===== src/rtl/program_loader_pkg.sv =====
// ---------------------------------------------------------------------------
// program_loader_pkg : loader FSM states, stream framing, status flag type
// Rev 1.0
// ---------------------------------------------------------------------------
`default_nettype none

package program_loader_pkg;

  typedef enum logic [2:0] {
    S_IDLE   = 3'd0,
    S_LEN_LO = 3'd1,
    S_LEN_HI = 3'd2,
    S_DATA   = 3'd3,
    S_CHECK  = 3'd4,
    S_DONE   = 3'd5,
    S_ERROR  = 3'd6
  } loader_state_e;

  localparam int HDR_LEN_BYTES  = 2;
  localparam int CSUM_LEN_BYTES = 1;

  typedef struct packed {
    logic done;
    logic error;
  } control_types_t;

endpackage

`default_nettype wire


===== src/rtl/program_loader_packer.sv =====
// ---------------------------------------------------------------------------
// byte_to_word_packer : gathers four bytes little-endian into one 32-bit word
// Rev 1.0
// ---------------------------------------------------------------------------
`default_nettype none

module byte_to_word_packer (
  input  logic        clk,
  input  logic        reset,
  input  logic        clear_i,
  input  logic        push_i,
  input  logic [7:0]  byte_i,
  output logic        word_ready_o,
  output logic [31:0] word_o
);

  logic [1:0]  byte_idx_q;
  logic [23:0] shift_q;

  // Earlier bytes shift down, so the fourth byte lands directly in bits 31:24.
  assign word_ready_o = push_i && (byte_idx_q == 2'd3);
  assign word_o       = {byte_i, shift_q};

  always_ff @(posedge clk or posedge reset) begin
    if (reset) begin
      byte_idx_q <= 2'd0;
      shift_q    <= 24'd0;
    end else if (clear_i) begin
      byte_idx_q <= 2'd0;
      shift_q    <= 24'd0;
    end else if (push_i) begin
      byte_idx_q <= byte_idx_q + 2'd1;
      shift_q    <= {byte_i, shift_q[23:8]};
    end
  end

endmodule

`default_nettype wire


===== src/rtl/program_loader.sv =====
// ---------------------------------------------------------------------------
// program_loader : streams a length/payload/checksum image into instruction memory
// Rev 1.0
// ---------------------------------------------------------------------------
`default_nettype none

module program_loader
  import program_loader_pkg::*;
#(
  parameter int DEPTH_WORDS = 256
) (
  input  logic        clk,
  input  logic        reset,
  input  logic        start,
  input  logic        byte_valid,
  input  logic [7:0]  byte_data,
  output logic        byte_ready,
  output logic        imem_wr_en,
  output logic [31:0] imem_addr,
  output logic [31:0] imem_wr_data,
  output logic        cpu_resetn,
  output logic        busy,
  output logic        done,
  output logic        error
);

  localparam int IDX_W = $clog2(DEPTH_WORDS) + 1;

  loader_state_e    state_q;
  logic [IDX_W-1:0] word_idx_q;
  logic [IDX_W-1:0] word_idx_d;
  logic [15:0]      len_q;
  logic [15:0]      len_d;
  logic [7:0]       csum_q;
  logic             wr_en_q;
  logic [31:0]      addr_q;
  logic [31:0]      wr_data_q;
  logic             cpu_resetn_q;
  control_types_t   status_q;

  logic             in_session;
  logic             xfer;
  logic             session_start;
  logic             word_ready;
  logic [31:0]      packed_word;

  assign in_session    = (state_q == S_LEN_LO) || (state_q == S_LEN_HI) ||
                         (state_q == S_DATA)   || (state_q == S_CHECK);
  // The write-strobe cycle stalls the stream so the word index can advance.
  assign byte_ready    = in_session && !wr_en_q;
  assign xfer          = byte_valid && byte_ready;
  assign session_start = start && !in_session;
  assign word_idx_d    = word_idx_q + IDX_W'(1);
  assign len_d         = {byte_data, len_q[7:0]};

  assign busy          = in_session;
  assign done          = status_q.done;
  assign error         = status_q.error;
  assign imem_wr_en    = wr_en_q;
  assign imem_addr     = addr_q;
  assign imem_wr_data  = wr_data_q;
  assign cpu_resetn    = cpu_resetn_q;

  byte_to_word_packer u_packer (
    .clk          (clk),
    .reset        (reset),
    .clear_i      (session_start),
    .push_i       (xfer && (state_q == S_DATA)),
    .byte_i       (byte_data),
    .word_ready_o (word_ready),
    .word_o       (packed_word)
  );

  always_ff @(posedge clk or posedge reset) begin
    if (reset) begin
      state_q      <= S_IDLE;
      word_idx_q   <= '0;
      len_q        <= 16'd0;
      csum_q       <= 8'd0;
      wr_en_q      <= 1'b0;
      addr_q       <= 32'd0;
      wr_data_q    <= 32'd0;
      cpu_resetn_q <= 1'b0;
      status_q     <= '0;
    end else begin
      wr_en_q <= 1'b0;
      case (state_q)
        S_IDLE, S_DONE, S_ERROR: begin
          if (start) begin
            state_q      <= S_LEN_LO;
            word_idx_q   <= '0;
            csum_q       <= 8'd0;
            status_q     <= '0;
            cpu_resetn_q <= 1'b0;
          end
        end
        S_LEN_LO: begin
          if (xfer) begin
            len_q[7:0] <= byte_data;
            state_q    <= S_LEN_HI;
          end
        end
        S_LEN_HI: begin
          if (xfer) begin
            len_q[15:8] <= byte_data;
            if (len_d == 16'd0) begin
              state_q <= S_CHECK;
            end else if (int'(len_d) > DEPTH_WORDS) begin
              state_q        <= S_ERROR;
              status_q.error <= 1'b1;
            end else begin
              state_q <= S_DATA;
            end
          end
        end
        S_DATA: begin
          if (wr_en_q) begin
            word_idx_q <= word_idx_d;
            if (32'(word_idx_d) == 32'(len_q)) begin
              state_q <= S_CHECK;
            end
          end else if (xfer) begin
            csum_q <= csum_q ^ byte_data;
            if (word_ready) begin
              wr_en_q   <= 1'b1;
              addr_q    <= 32'({word_idx_q, 2'b00});
              wr_data_q <= packed_word;
            end
          end
        end
        S_CHECK: begin
          if (xfer) begin
            if (byte_data == csum_q) begin
              state_q       <= S_DONE;
              status_q.done <= 1'b1;
              cpu_resetn_q  <= 1'b1;
            end else begin
              state_q        <= S_ERROR;
              status_q.error <= 1'b1;
            end
          end
        end
        default: state_q <= S_IDLE;
      endcase
    end
  end

endmodule

`default_nettype wire


===== config.mk =====
export PLATFORM = sky130hd
export DESIGN_NAME = program_loader
export DESIGN_NICKNAME = d
export VERILOG_FILES = /design/src/rtl/program_loader_pkg.sv /design/src/rtl/program_loader_packer.sv /design/src/rtl/program_loader.sv
export SDC_FILE = /design/constraint.sdc
export NUM_CORES = 1
export LEC_CHECK = 0
export ABC_CLOCK_PERIOD_IN_PS = 4800
export CAP_MARGIN = 30
export CORE_MARGIN = 5
export CORE_UTILIZATION = 53
export DETAILED_ROUTE_END_ITERATION = 12
export GPL_TIMING_DRIVEN = 0
export PLACE_DENSITY = 0.79
export SETUP_SLACK_MARGIN = 0.05
export SYNTH_ARGS = -nofsm -noshare
export SYNTH_HDL_FRONTEND = slang
export SYNTH_SLANG_ARGS = --single-unit

===== constraint.sdc =====
create_clock -name clk -period 4.8 [get_ports clk]
set_input_delay 0.96 -clock clk [delete_from_list [all_inputs] [get_ports clk]]
set_output_delay 0.96 -clock clk [all_outputs]
set_load 0.005 [all_outputs]

==> flow_summary.ini, run 1 <==
[logic_synthesis]
synth_top_cells_by_count = 106 x dfrtp_1, 43 x mux2_2, 38 x nand2_1, 28 x o21ai_0, 24 x buf_4
async_flop_share_pct = 100.0
synth_cell_types = 54
ys.flop_type = dfrtp_1
yosysTopAreaCell = dfrtp_1
syn_inst = 421
yosysMostFrequentCell = dfrtp_1
yosys_register_bits = 106
synth_edf_count = 0
syn_area_um2 = 4907
yosysSeqAreaShare_pct = 54.05
yosys_warnings = 0
synth.area.top_cells = dfrtp_1 54%, mux2_2 9.9%, buf_4 3.7%
avgSynthCellArea_um2 = 11.66
synth_top_area_share_pct = 54.05

[routing]
dr.pass1.iters = 5
initialDrtViolationCount = 157
totalWireLength_mm = 10.44
ant_nets = 0
drc_errors = 0
routed_via_density = 5.593
avgRoutedWirePerCell_um = 16.59
vias = 3518

[grt]
antenna_found_initial = 0
globalRouteOverflowTotal = 0
grt_util_all_layers_pct = 19.14
grt_pass1_wl_mm = 17.22
grt_max_degree = 77
grt_pass1_vias = 3468

[floorplanning]
std_cell_rows = 35
io_pins = 82
dieArea_um2 = 11280
die_x_um = 106.2
die_h_um = 106.2
initial_core_util_pct = 53.62
fp.coreArea_um2 = 9153

[final_layout]
syn_to_final_growth_pct = 20.70
final-seq-area_um2 = 2653
fin_cells = 629
nNetsFinal = 527
multi_input_area_um2 = 2056
drive_gt1_share_pct = 19.11
nFillCells = 716
antennaDiodeCount = 0

[sta]
period_share_pct = 61.25
setup_violations = 0
skew_ps = 12.69
max_freq_ghz = 0.3402
maxSlewViolCount = 0
worst_slack_ps = 1860
min_period_ps = 2940
relSlewSlack_pct = 45.19
worst_pin_slew_ps = 822.1
whs_ps = 504.0
rsz0062_at_grt = false
hold_violations = 0
timing.setup.tns_ps = 0

[min_path]
hold_path_class = reg2reg
worstHoldPathCells = 1
worstHoldStart = imem_addr[4]$_DFFE_PP0P_
holdPathEnd = imem_addr[4]$_DFFE_PP0P_

[pwr]
leakage_nw = 2.819
p_per_area_nw_per_um2 = 440.5
p_seq_share_pct = 47.5
p_comb_share_pct = 32.6
power.total_w = 0.002609
swShare_pct = 34.78
p_int_w = 0.001702
power.switching_w = 0.0009074
max-vdd-ir-drop_uv = 295.5
clkPwrFrac_pct = 19.8

[clock_network]
cts_resized = 0
insertion_delay_ps = 370
h-tree-depth = 3
cts_buffer_depth = 2
clkTransAtPathRegs_ps = 110
cts_buffers = 9
cts_root_buf = clkbuf_8
clock-sinks = 106
cts_hold_buf = 0
cts_tree = built
post_cts_buffers = 0

[setup_path]
worstSetupEndpointType = flip-flop
path_max_fanout = 7
cp_top_family = simple AND/OR/NAND/NOR gates
path_cells = clkdlybuf4s50_1, or4_1, nor4_2, nand3_1, or3b_2, a21oi_1, a211o_1
critPathBufInv = 1
reg2reg_depth = 8
critPathLaunchType = input pin
critPathSlowestCell = clkdlybuf4s50_1
cp_slowest_stage_delay_ps = 590
r2r_slack_ps = 2160
r2r-start = word_idx_q[0]$_DFFE_PP0P_
arrival_ps = 3190
path_class = in2reg
r2r_end = state_q[1]$_DFFE_PP0P_
worstPathRequired_ps = 5050

[placed_design]
post-place-ws_ps = 1501
place_hpwl_mm = 7.784
dp_cells = 613
port-buffer-count = 58
gp_congestion = 0.8351

[flow_run]
maxCapViolations = 0

[outcome]
status = completed
==> cells in the final DEF (no fill, tap or decap), types with 2 or more instances in the layout <==
cell / count
conb_1: 23
mux2_2: 43
nand2b_1: 4
nor2b_1: 2
clkdlybuf4s50_1: 58
nor4_1: 5
dfrtp_1: 106
clkinv_4: 2
nand3b_1: 2
nor3_1: 3
nand4_1: 3
nor2_1: 23
o21ai_0: 28
mux2i_1: 2
inv_8: 2
and3_1: 3
ha_1: 2
clkbuf_1: 11
or3_1: 2
nand3_1: 9
xor2_1: 14
a31oi_1: 2
nand2_1: 38
buf_2: 6
a211oi_1: 2
o41ai_1: 2
nor4_2: 2
o31ai_1: 4
xnor2_1: 8
a22o_1: 18
mux2_1: 14
clkbuf_8: 9
a21oi_1: 7
buf_4: 24
inv_1: 4
and2_1: 5
==> layout make-up <==
class                           count  share of cell area, %
Sequential cell                   106                  44.78
Multi-Input combinational cell    290                  34.71
Timing Repair Buffer               59                  10.27
Buffer                             42                  4.436
Tap cell                          111                  2.345
Clock buffer                       10                  2.155
Clock inverter                      6                 0.9506
Inverter                            5                 0.3591
==> layer usage <==
layer	wire length [µm]	vias up	GRT usage [%]
li1	-	1636	-
met3	599	14	3.522
met2	5073	120	30.72
met5	0	-	0
met1	4611	1748	26.22
met4	151	0	6.660
==> cell families (layout without fill, tap and decap cells) <==
family / count (synthesis) / after routing / share of synthesized area [%]
flops: 106 / 106 / 54.05
simple gates: 109 / 109 / 11.35
buf+inv: 47 / 122 / 5.737
fa+ha+maj: 2 / 2 / 0.5099
other cells: 1 / 23 / 0.07642
compound gates: 74 / 74 / 10.38
mux: 59 / 59 / 13.49
xor+xnor: 23 / 23 / 4.411
==> worst max-delay path by stage <==
| stage | startpoint | end | cells after the start |
|---|---|---|---|
| finish | byte_data[3] | state_q[2]$_DFFE_PP0P_ | 7 |
| global route | state_q[1]$_DFFE_PP0P_ | busy | 5 |
| CTS | state_q[1]$_DFFE_PP0P_ | busy | 5 |
| detailed placement | byte_valid | u_packer.shift_q[9]$_DFFE_PP0P_ | 7 |
| global placement | reset | state_q[1]$_DFFE_PP0P_ | 2 |
| floorplan | reset | cpu_resetn$_DFFE_PP0P_ | 1 |
==> power groups by stage <==
| stage | clock network (W) | registers [W] | logic, W |
|---|---|---|---|
| final | 0.000518 | 0.00124 | 0.000851 |
| after detailed placement | 0 | 0.00126 | 0.000848 |
| after floorplan | 0 | 0.00121 | 0.000592 |
| after global routing | 0.000568 | 0.00127 | 0.000931 |
| after CTS | 0.000531 | 0.00124 | 0.000852 |
| after global placement | 0 | 0.00125 | 0.000810 |
==> flip-flops by register name, summed over array words and instances (netlist names) <==
name / cells
cpu_resetn: 1
csum_q: 8
error: 1
imem_addr: 9
imem_wr_data: 32
imem_wr_en: 1
len_q: 16
state_q: 3
u_packer.byte_idx_q: 2
u_packer.shift_q: 24
word_idx_q: 9
==> metrics by stage <==
step           util (%)  area [µm²]
2_1_floorplan         -        4990
3_3_place_gp      62.38        5709
3_5_place_dp      62.71        5739
4_1_cts           64.72        5923
5_1_grt           64.72        5923
6_report          64.72        5923
(Power assumes the default switching activity.)
==> run 2: changes to the inputs <==
ABC_CLOCK_PERIOD_IN_PS = 2370   (was 4800)
CORE_UTILIZATION = 48   (was 53)
PLACE_DENSITY = 0.75   (was 0.79)
clock period = 2.37 ns   (was 4.8 ns; I/O delays follow)
==> flow_summary.ini, run 2 (synthesis gave the netlist of run 1 again) <==
[outcome]
status = completed

[grt]
globalRouteOverflowTotal = 0
grt_util_all_layers_pct = 17.62
grt_pass1_wl_mm = 17.96
antenna_found_initial = 0
grt_pass1_vias = 3512
grt_max_degree = 42

[floorplanning]
die_h_um = 111.1
dieArea_um2 = 12350
initial_core_util_pct = 48.40
io_pins = 82
std_cell_rows = 37
fp.coreArea_um2 = 10140
die_x_um = 111.1

[routing]
dr.pass1.iters = 4
drc_errors = 0
initialDrtViolationCount = 129
totalWireLength_mm = 10.70
avgRoutedWirePerCell_um = 16.26
ant_nets = 0
vias = 3498
routed_via_density = 5.316

[pwr]
max-vdd-ir-drop_uv = 492.5
p_per_area_nw_per_um2 = 889.6
power.total_w = 0.005429
leakage_nw = 2.892

[final_layout]
nNetsFinal = 531
largest_reg_flops = 32
drive_gt1_share_pct = 22.61
utilization_pct = 60.20
layout_commonest_cell = dfrtp_1
antennaDiodeCount = 0
mostFrequentLayoutCells = 104 x dfrtp_1, 52 x clkdlybuf4s50_1, 43 x mux2_2
syn_to_final_growth_pct = 24.38

[setup_path]
worstSetupEndpointType = flip-flop
path_max_fanout = 8
critPathBufInv = 1
path_class = in2reg
arrival_ps = 2520
cp_top_family = simple AND/OR/NAND/NOR gates
path_cells = clkdlybuf4s50_1, nor2b_1, mux2i_1, a22o_2, or3_4, nor4_4, a211oi_1
critPathLaunchType = input pin
critPathSlowestCell = clkdlybuf4s50_1
cp_slowest_stage_delay_ps = 480
worstPathRequired_ps = 2610

[placed_design]
place_hpwl_mm = 7.819
gp_congestion = 0.7964
post-place-ws_ps = -447.0
port-buffer-count = 58

[min_path]
hold_path_class = reg2reg

[clock_network]
insertion_delay_ps = 360
cts_buffer_depth = 2
cts_root_buf = clkbuf_8
cts_hold_buf = 0
cts_buffers = 9
cts_tree = built
clkTransAtPathRegs_ps = 110
clock-sinks = 106
h-tree-depth = 3

[sta]
worst_slack_ps = 87.46
setup_violations = 0
min_period_ps = 2283
skew_ps = 10.87
hold_violations = 0
rsz0062_at_grt = false
relSlewSlack_pct = 40.01
max_freq_ghz = 0.4381
worst_pin_slew_ps = 897.9
period_share_pct = 96.31
maxSlewViolCount = 0

[flow_run]
maxCapViolations = 0
run 2: changes by cell type in the layout (fill, tap and decap cells not counted), moves of 3 or more:
cell / change
clkdlybuf4s50_1: -6
dlymetal6s2s_1: +4
buf_4: +5
clkbuf_1: -3
run 2: power by group:
part	internal (W)	switching, W
logic	0.000892	0.000925
clock network	0.000409	0.000667
registers	0.00221	0.000329
run 2: layout make-up:
cell class | count | area, µm²
Timing Repair Buffer | 65 | 665.6
Clock buffer | 10 | 127.6
Fill cell | 823 | 4035
Multi-Input combinational cell | 290 | 2145
Clock inverter | 6 | 58.81
Sequential cell | 106 | 2655
Buffer | 40 | 259.0
Inverter | 5 | 22.52
Tap cell | 136 | 170.2
run 2: what timing repair did:
action	4_1_cts	5_1_grt
endpoints found under the setup margin	26	5
pin swaps	2	3
resized for setup	14	12
setup buffers	0	5
run 2: path summary, 6_finish.rpt:
| check | startpoint | endpoint | slack, ps | cells after the start |
|---|---|---|---|---|
| max | byte_valid | state_q[1]$_DFFE_PP0P_ | 90 | 7 |
| min | imem_wr_data[0]$_DFFE_PP0P_ | imem_wr_data[0]$_DFFE_PP0P_ | 500 | 1 |
| max reg2reg | word_idx_q[0]$_DFFE_PP0P_ | state_q[1]$_DFFE_PP0P_ | 150 | 7 |
| min reg2reg | imem_wr_data[0]$_DFFE_PP0P_ | imem_wr_data[0]$_DFFE_PP0P_ | 500 | 1 |
| max in group asynchronous | reset | imem_wr_data[26]$_DFFE_PP0P_ | 1080 | 3 |
| min in group asynchronous | reset | imem_wr_data[0]$_DFFE_PP0P_ | 640 | 2 |
run 2: layer usage:
metal	wire, µm	vias up	GRT usage [%]
met5	0	-	0
met4	119	0	5.028
met3	467	9	2.620
met2	5198	77	28.52
met1	4915	1767	24.81
li1	-	1645	-
run 2: metrics by stage:
step	area [µm²]	instances	TNS [ps]	hold WS [ps]
global route	6103	658	0	518.9
floorplan	4994	443	0	459.0
finish	6103	658	0	504.1
global placement	5744	637	-53410	475.9
detailed placement	5784	639	-15150	480.8
CTS	6020	653	0	507.4
run 2: worst reg2reg max path, stage by stage (launching register included):
cell      delay (ps)
dfrtp_2          480
ha_4             220
xor3_1           330
or3_1            320
a21oi_2          150
a211oi_2          90
nor4_4           350
a211oi_1         150
==> RTL change 1: new RTL, settings of run 2 <==
`DEPTH_WORDS`: 256 -> 512.
--- a/src/rtl/program_loader.sv
+++ b/src/rtl/program_loader.sv
@@ -7,7 +7,7 @@
 module program_loader
   import program_loader_pkg::*;
 #(
-  parameter int DEPTH_WORDS = 256
+  parameter int DEPTH_WORDS = 512
 ) (
   input  logic        clk,
   input  logic        reset,
Behaviour: not the same (a bounded check fails within 4 cycles, from zero or initial values and one cycle with reset high).
==> RTL change 1 against run 2 <==
- highest routed layer unchanged
- utilization grew 0.24 points
- clock skew grew 0.00064 ns
- cell area grew 1.3%
- routed wire length grew 0.93%
- clock power grew 15%
- count of clock-buffer cells in the layout is the same
- synthesized area grew 1.6%
- non-clock buffer count grew 6
- sequential cell count grew 2
- total power grew 23%
- global-route usage is essentially flat
- setup slack gained 0.071 ns
==> RTL change 1: results (changes against run 2) <==
Worst setup SP type=flop; Worst Max-Slew Pin Slew=0.5523 ns (-0.3456 ns); Global Route Usage Sum=17.62% (about the same); Ys Warns=0 (unchanged); IO buf count=57 (-1.7%); drt initial violations=253 (+96%); Filler cells=832 (+1.1%); Distinct cells, synth=51 (-5.6%); H-tree Lvls=3 (unchanged); Largest register FFs=32 (unchanged); Clock Latency Late Sink=0.37 ns; share of cells above drive strength 1=26.20% (+3.6 points); Critical Path Fanout Max=3 (-5); Hold Path Class=input pin to asynchronous set/reset pin; Pre-Repair DR Iteration Count=5 (+1); setup slack, reg-to-reg=0.25 ns (+0.10 ns); Clk pin slew, worst setup/hold paths=0.10 ns; Post-Route WL=10.80 mm (+0.93%); Reg2Reg Launch Point=word_idx_q[0]$_DFFE_PP0P_; CTS Buf Count=9 (unchanged); Root Buffer=clkbuf_8; GP Congestion=0.8874 (+11%); antenna violations before repair=0 (unchanged); Final Slew Violations=0 (unchanged); first-pass GRT wire length=17.86 mm (-0.53%); r2r endpoint=state_q[1]$_DFFE_PP0P_; number of global-route vias before repair=3446 (-1.9%); Hold WS=0.4678 ns (-0.03633 ns); Final Skew=0.01151 ns (+0.0006386 ns); Reg2Reg Depth=8 (+1); nets=551 (+3.8%); Max rail drop VDD=0.0004217 V (-14%); Critical Path End=busy; top cell types by occurrence after synthesis=dfrtp_1 (108), mux2_2 (57), nand2_1 (42); ys async rst share=100.0% (unchanged); CTS max path bufs=2 (unchanged); status=finished, final reports clean; top cells by area, synth=dfrtp_1 (54%), mux2_2 (13%), o21ai_0 (4.1%), buf_4 (4.1%), a22o_1 (3.3%); ANT cells=0 (unchanged); DP HPWL=7.871 mm (+0.65%); register area share after synthesis=54.22% (+0.16 points); Lkg Pwr=2.823 nW (-2.4%); arrival time at the worst endpoint=1.74 ns (-0.78 ns); launch point of the critical path=state_q[0]$_DFFE_PP0P_; Vias/cell=5.345 (+0.55%); largest net degree at the start of global routing=31 (-26%)
[RTL change 1: per-layer routing]
layer  global-route usage (%)  share of wire (%)  up-vias  wire length, um
li1                         -                  -     1693                -
met1                    25.54                 46     1772             4935
met2                    26.78                 46      142             5005
met3                    3.370                6.4       17              693
met4                    5.758                1.5        0              166
met5                        0                  0        -                0
[RTL change 1: final cells by class]
class	instances	area [um^2]	area share, %
flip-flops and latches	108	2708	43.79
clock buffers	10	127.6	2.064
multi-input cells	301	2087	33.75
inverters	6	26.28	0.4249
well taps	136	170.2	2.752
plain buffers	41	265.3	4.290
repair buffers	70	705.7	11.41
clock inverters	6	93.84	1.518
[RTL change 1: critical path, stage by stage (launching register included)]
cell	delay (ns)
dfrtp_2	0.44
nor2_2	0.16
xor2_2	0.25
inv_1	0.07
clkdlybuf4s50_1	0.45
[RTL change 1: through the flow]
step                cells  instance area (um^2)  setup TNS (ns)  worst slack, ns
finish                678                  6183               0           0.1582
CTS                   668                  6098               0          0.03550
floorplan             457                  5067               0           0.3533
detailed placement    653                  5868         -0.1887          -0.1887
global route          678                  6183               0          0.07177
global placement      650                  5808          -40.67          -0.3819
[RTL change 1: power breakdown]
part / internal, mW / switching [mW]
sequential: 2.49 / 0.462
clock: 0.609 / 0.630
combinational: 1.49 / 1.02
total: 4.58 / 2.12
[RTL change 1: repair_timing]
action,CTS,global route
hold buffers,0,0
setup buffers,0,10
gates resized for setup,4,5
setup endpoints to repair,5,5
[RTL change 1: logic make-up after synthesis]
family	after synthesis	synth area share (%)
other	1	0.07523
adders and majority gates	2	0.5019
AOI/OAI and AO/OA	89	11.60
and+or+nand+nor	107	10.64
xor gates and xnor gates	23	4.041
muxes	58	13.08
buffers and inverters	48	5.848
DFF	108	54.22
==> RTL change 2: new RTL, settings of run 2 <==
Without the edit above. Encoding of `loader_state_e`: now one-hot (7 bits for 7 states).
--- a/src/rtl/program_loader_pkg.sv
+++ b/src/rtl/program_loader_pkg.sv
@@ -6,14 +6,14 @@
 
 package program_loader_pkg;
 
-  typedef enum logic [2:0] {
-    S_IDLE   = 3'd0,
-    S_LEN_LO = 3'd1,
-    S_LEN_HI = 3'd2,
-    S_DATA   = 3'd3,
-    S_CHECK  = 3'd4,
-    S_DONE   = 3'd5,
-    S_ERROR  = 3'd6
+  typedef enum logic [6:0] {
+    S_IDLE   = 7'b0000001,
+    S_LEN_LO = 7'b0000010,
+    S_LEN_HI = 7'b0000100,
+    S_DATA   = 7'b0001000,
+    S_CHECK  = 7'b0010000,
+    S_DONE   = 7'b0100000,
+    S_ERROR  = 7'b1000000
   } loader_state_e;
 
   localparam int HDR_LEN_BYTES  = 2;
Formal check against the unedited RTL: same outputs for any inputs over 10 cycles, from zero or initial values and one cycle with reset high; not proved beyond that.
==> RTL change 2 against run 2 <==
- total power shrank 18%
- register-to-register slack gained 0.06 ns
- setup slack better by 0.031 ns
- first-iteration DRC count up 150%
- largest cell class unchanged
- routed wire length is 8.4% higher
- synthesized area grew 7.7%
- die area increased by 7.0%
- sequential share of layout area down 0.80 points
- via count up 7.0%
- sequential cell count grew 4
- count of clock-buffer cells in the layout is 1 lower
- cell area grew 5.7%
==> RTL change 2: results (changes against run 2) <==
setup slack, reg-to-reg=0.21 ns (+0.06 ns); share of cells above drive strength 1=24.24% (+1.6 points); DP HPWL=8.360 mm (+6.9%); H-tree Lvls=3 (unchanged); cell count after synthesis=455 (+8.1%); placed insts=676 (+5.8%); first-pass GRT wire length=18.90 mm (+5.2%); Lkg Pwr=3.126 nW (+8.1%); top cell types by occurrence after synthesis=dfrtp_1 (109), nand2_1 (43), o21ai_0 (37); Critical Path Max Stage Delay=0.50 ns (+0.02 ns); top cells by area, synth=dfrtp_1 (52%), mux2_4 (8.5%), mux2_2 (4.0%), buf_4 (3.8%), o21ai_0 (3.5%); status=finished, final reports clean; detailed-route via count=3744 (+7.0%); top routing layer used=met4; largest net degree at the start of global routing=43 (+2.4%); Largest register FFs=32 (unchanged); Post-Route WL=11.60 mm (+8.4%); Root Buffer=clkbuf_8; met1 Use GR=25.38% (+0.56 points); grt met3 use=2.421% (-0.20 points); Reg2Reg Launch Point=state_q[3]$_DFFE_PP0P_; Pre-Repair DR Iteration Count=4 (unchanged); Final Skew=0.01396 ns (+0.003084 ns); antenna violations before repair=0 (unchanged); Distinct cells, synth=53 (-1.9%); ys async rst share=100.0% (unchanged); Slowest cell on crit path=dfrtp_1; met2 Use GR=28.40% (-0.12 points); Clk pin slew, worst setup/hold paths=0.11 ns (about the same); DRT met1 WL=5.222 mm (+6.2%); Critical Path Fanout Max=6 (-2); met2 WL=5.494 mm (+5.7%); GP Congestion=0.8731 (+9.6%); CTS Buf Count=9 (unchanged); register area share after synthesis=52.12% (-1.9 points); Max rail drop VDD=0.0003952 V (-20%); Hold WS=0.4994 ns (-0.004696 ns); Hold Path Class=flop to flop; Reg2Reg Depth=8 (+1); number of synthesized flops with an enable pin=0 (unchanged); drt initial violations=318 (+150%); Hold Path Cell Cnt=1 (unchanged); ANT cells=0 (unchanged); Global Route Usage Sum=18.01% (+0.38 points); Hold Crit Endpoint=imem_wr_data[3]$_DFFE_PP0P_; Worst Max-Slew Pin Slew=0.9181 ns (+0.02015 ns); Clock Latency Late Sink=0.39 ns (+0.03 ns); r2r endpoint=word_idx_q[5]$_DFFE_PP0P_; DR WL met3=680 um (+46%); Avg WL per Cell=16.64 um (+2.4%); nets=566 (+6.6%); IO buf count=57 (-1.7%); HP Start=imem_wr_data[3]$_DFFE_PP0P_; delay-heaviest family, CP=simple AND/OR/NAND/NOR gates; Ys Warns=0 (unchanged); CTS max path bufs=2 (unchanged)
-- RTL change 2: kinds of logic after synthesis --
family / synth area share [%]
and+or+nand+nor: 12.29
DFF: 52.12
AOI/OAI and AO/OA: 10.51
muxes: 14.68
buffers and inverters: 6.535
xor gates and xnor gates: 3.315
adders and majority gates: 0.4735
other: 0.07097
-- RTL change 2: worst max-delay path by stage --
stage / from / to / slack (ns) / cells after the start
floorplan: word_idx_q[0]$_DFFE_PP0P_ / state_q[4]$_DFFE_PP0P_ / 0.49 / 8
global placement: reset / imem_wr_data[24]$_DFFE_PP0P_ / -0.44 / 2
detailed placement: state_q[4]$_DFFE_PP0P_ / byte_ready / -0.14 / 6
CTS: state_q[2]$_DFFE_PP0P_ / byte_ready / 0.04 / 6
global route: state_q[3]$_DFFE_PP0P_ / byte_ready / 0.04 / 5
finish: state_q[3]$_DFFE_PP0P_ / byte_ready / 0.12 / 5
-- RTL change 2: final cells by class --
type / instances / area (um^2)
clock buffer: 9 / 123.9
tap: 140 / 175.2
sequential: 110 / 2754
multi-input combinational: 313 / 2318
timing repair buffer: 65 / 645.6
fill: 888 / 4344
buffer: 48 / 341.6
inverter: 5 / 22.52
clock inverter: 7 / 67.56
-- RTL change 2: timing repair --
action                                 CTS  global route
setup endpoints to repair               16            17
endpoints found under the hold margin    0             0
hold buffers                             0             0
gates resized for setup                 12            14
pin swaps                                2             4
buffers inserted                         3             3
-- RTL change 2: power by group --
group,internal [mW],switching [mW]
logic,0.549,0.612
clock network,0.404,0.690
registers,2.04,0.134
-- RTL change 2: metrics by stage --
stage / setup slack, ns / cell area, um^2
after floorplan: 0.4927 / 5370
after global placement: -0.4364 / 6116
after detailed placement: -0.1358 / 6156
after CTS: 0.03681 / 6402
after global routing: 0.03525 / 6449
final: 0.1181 / 6449
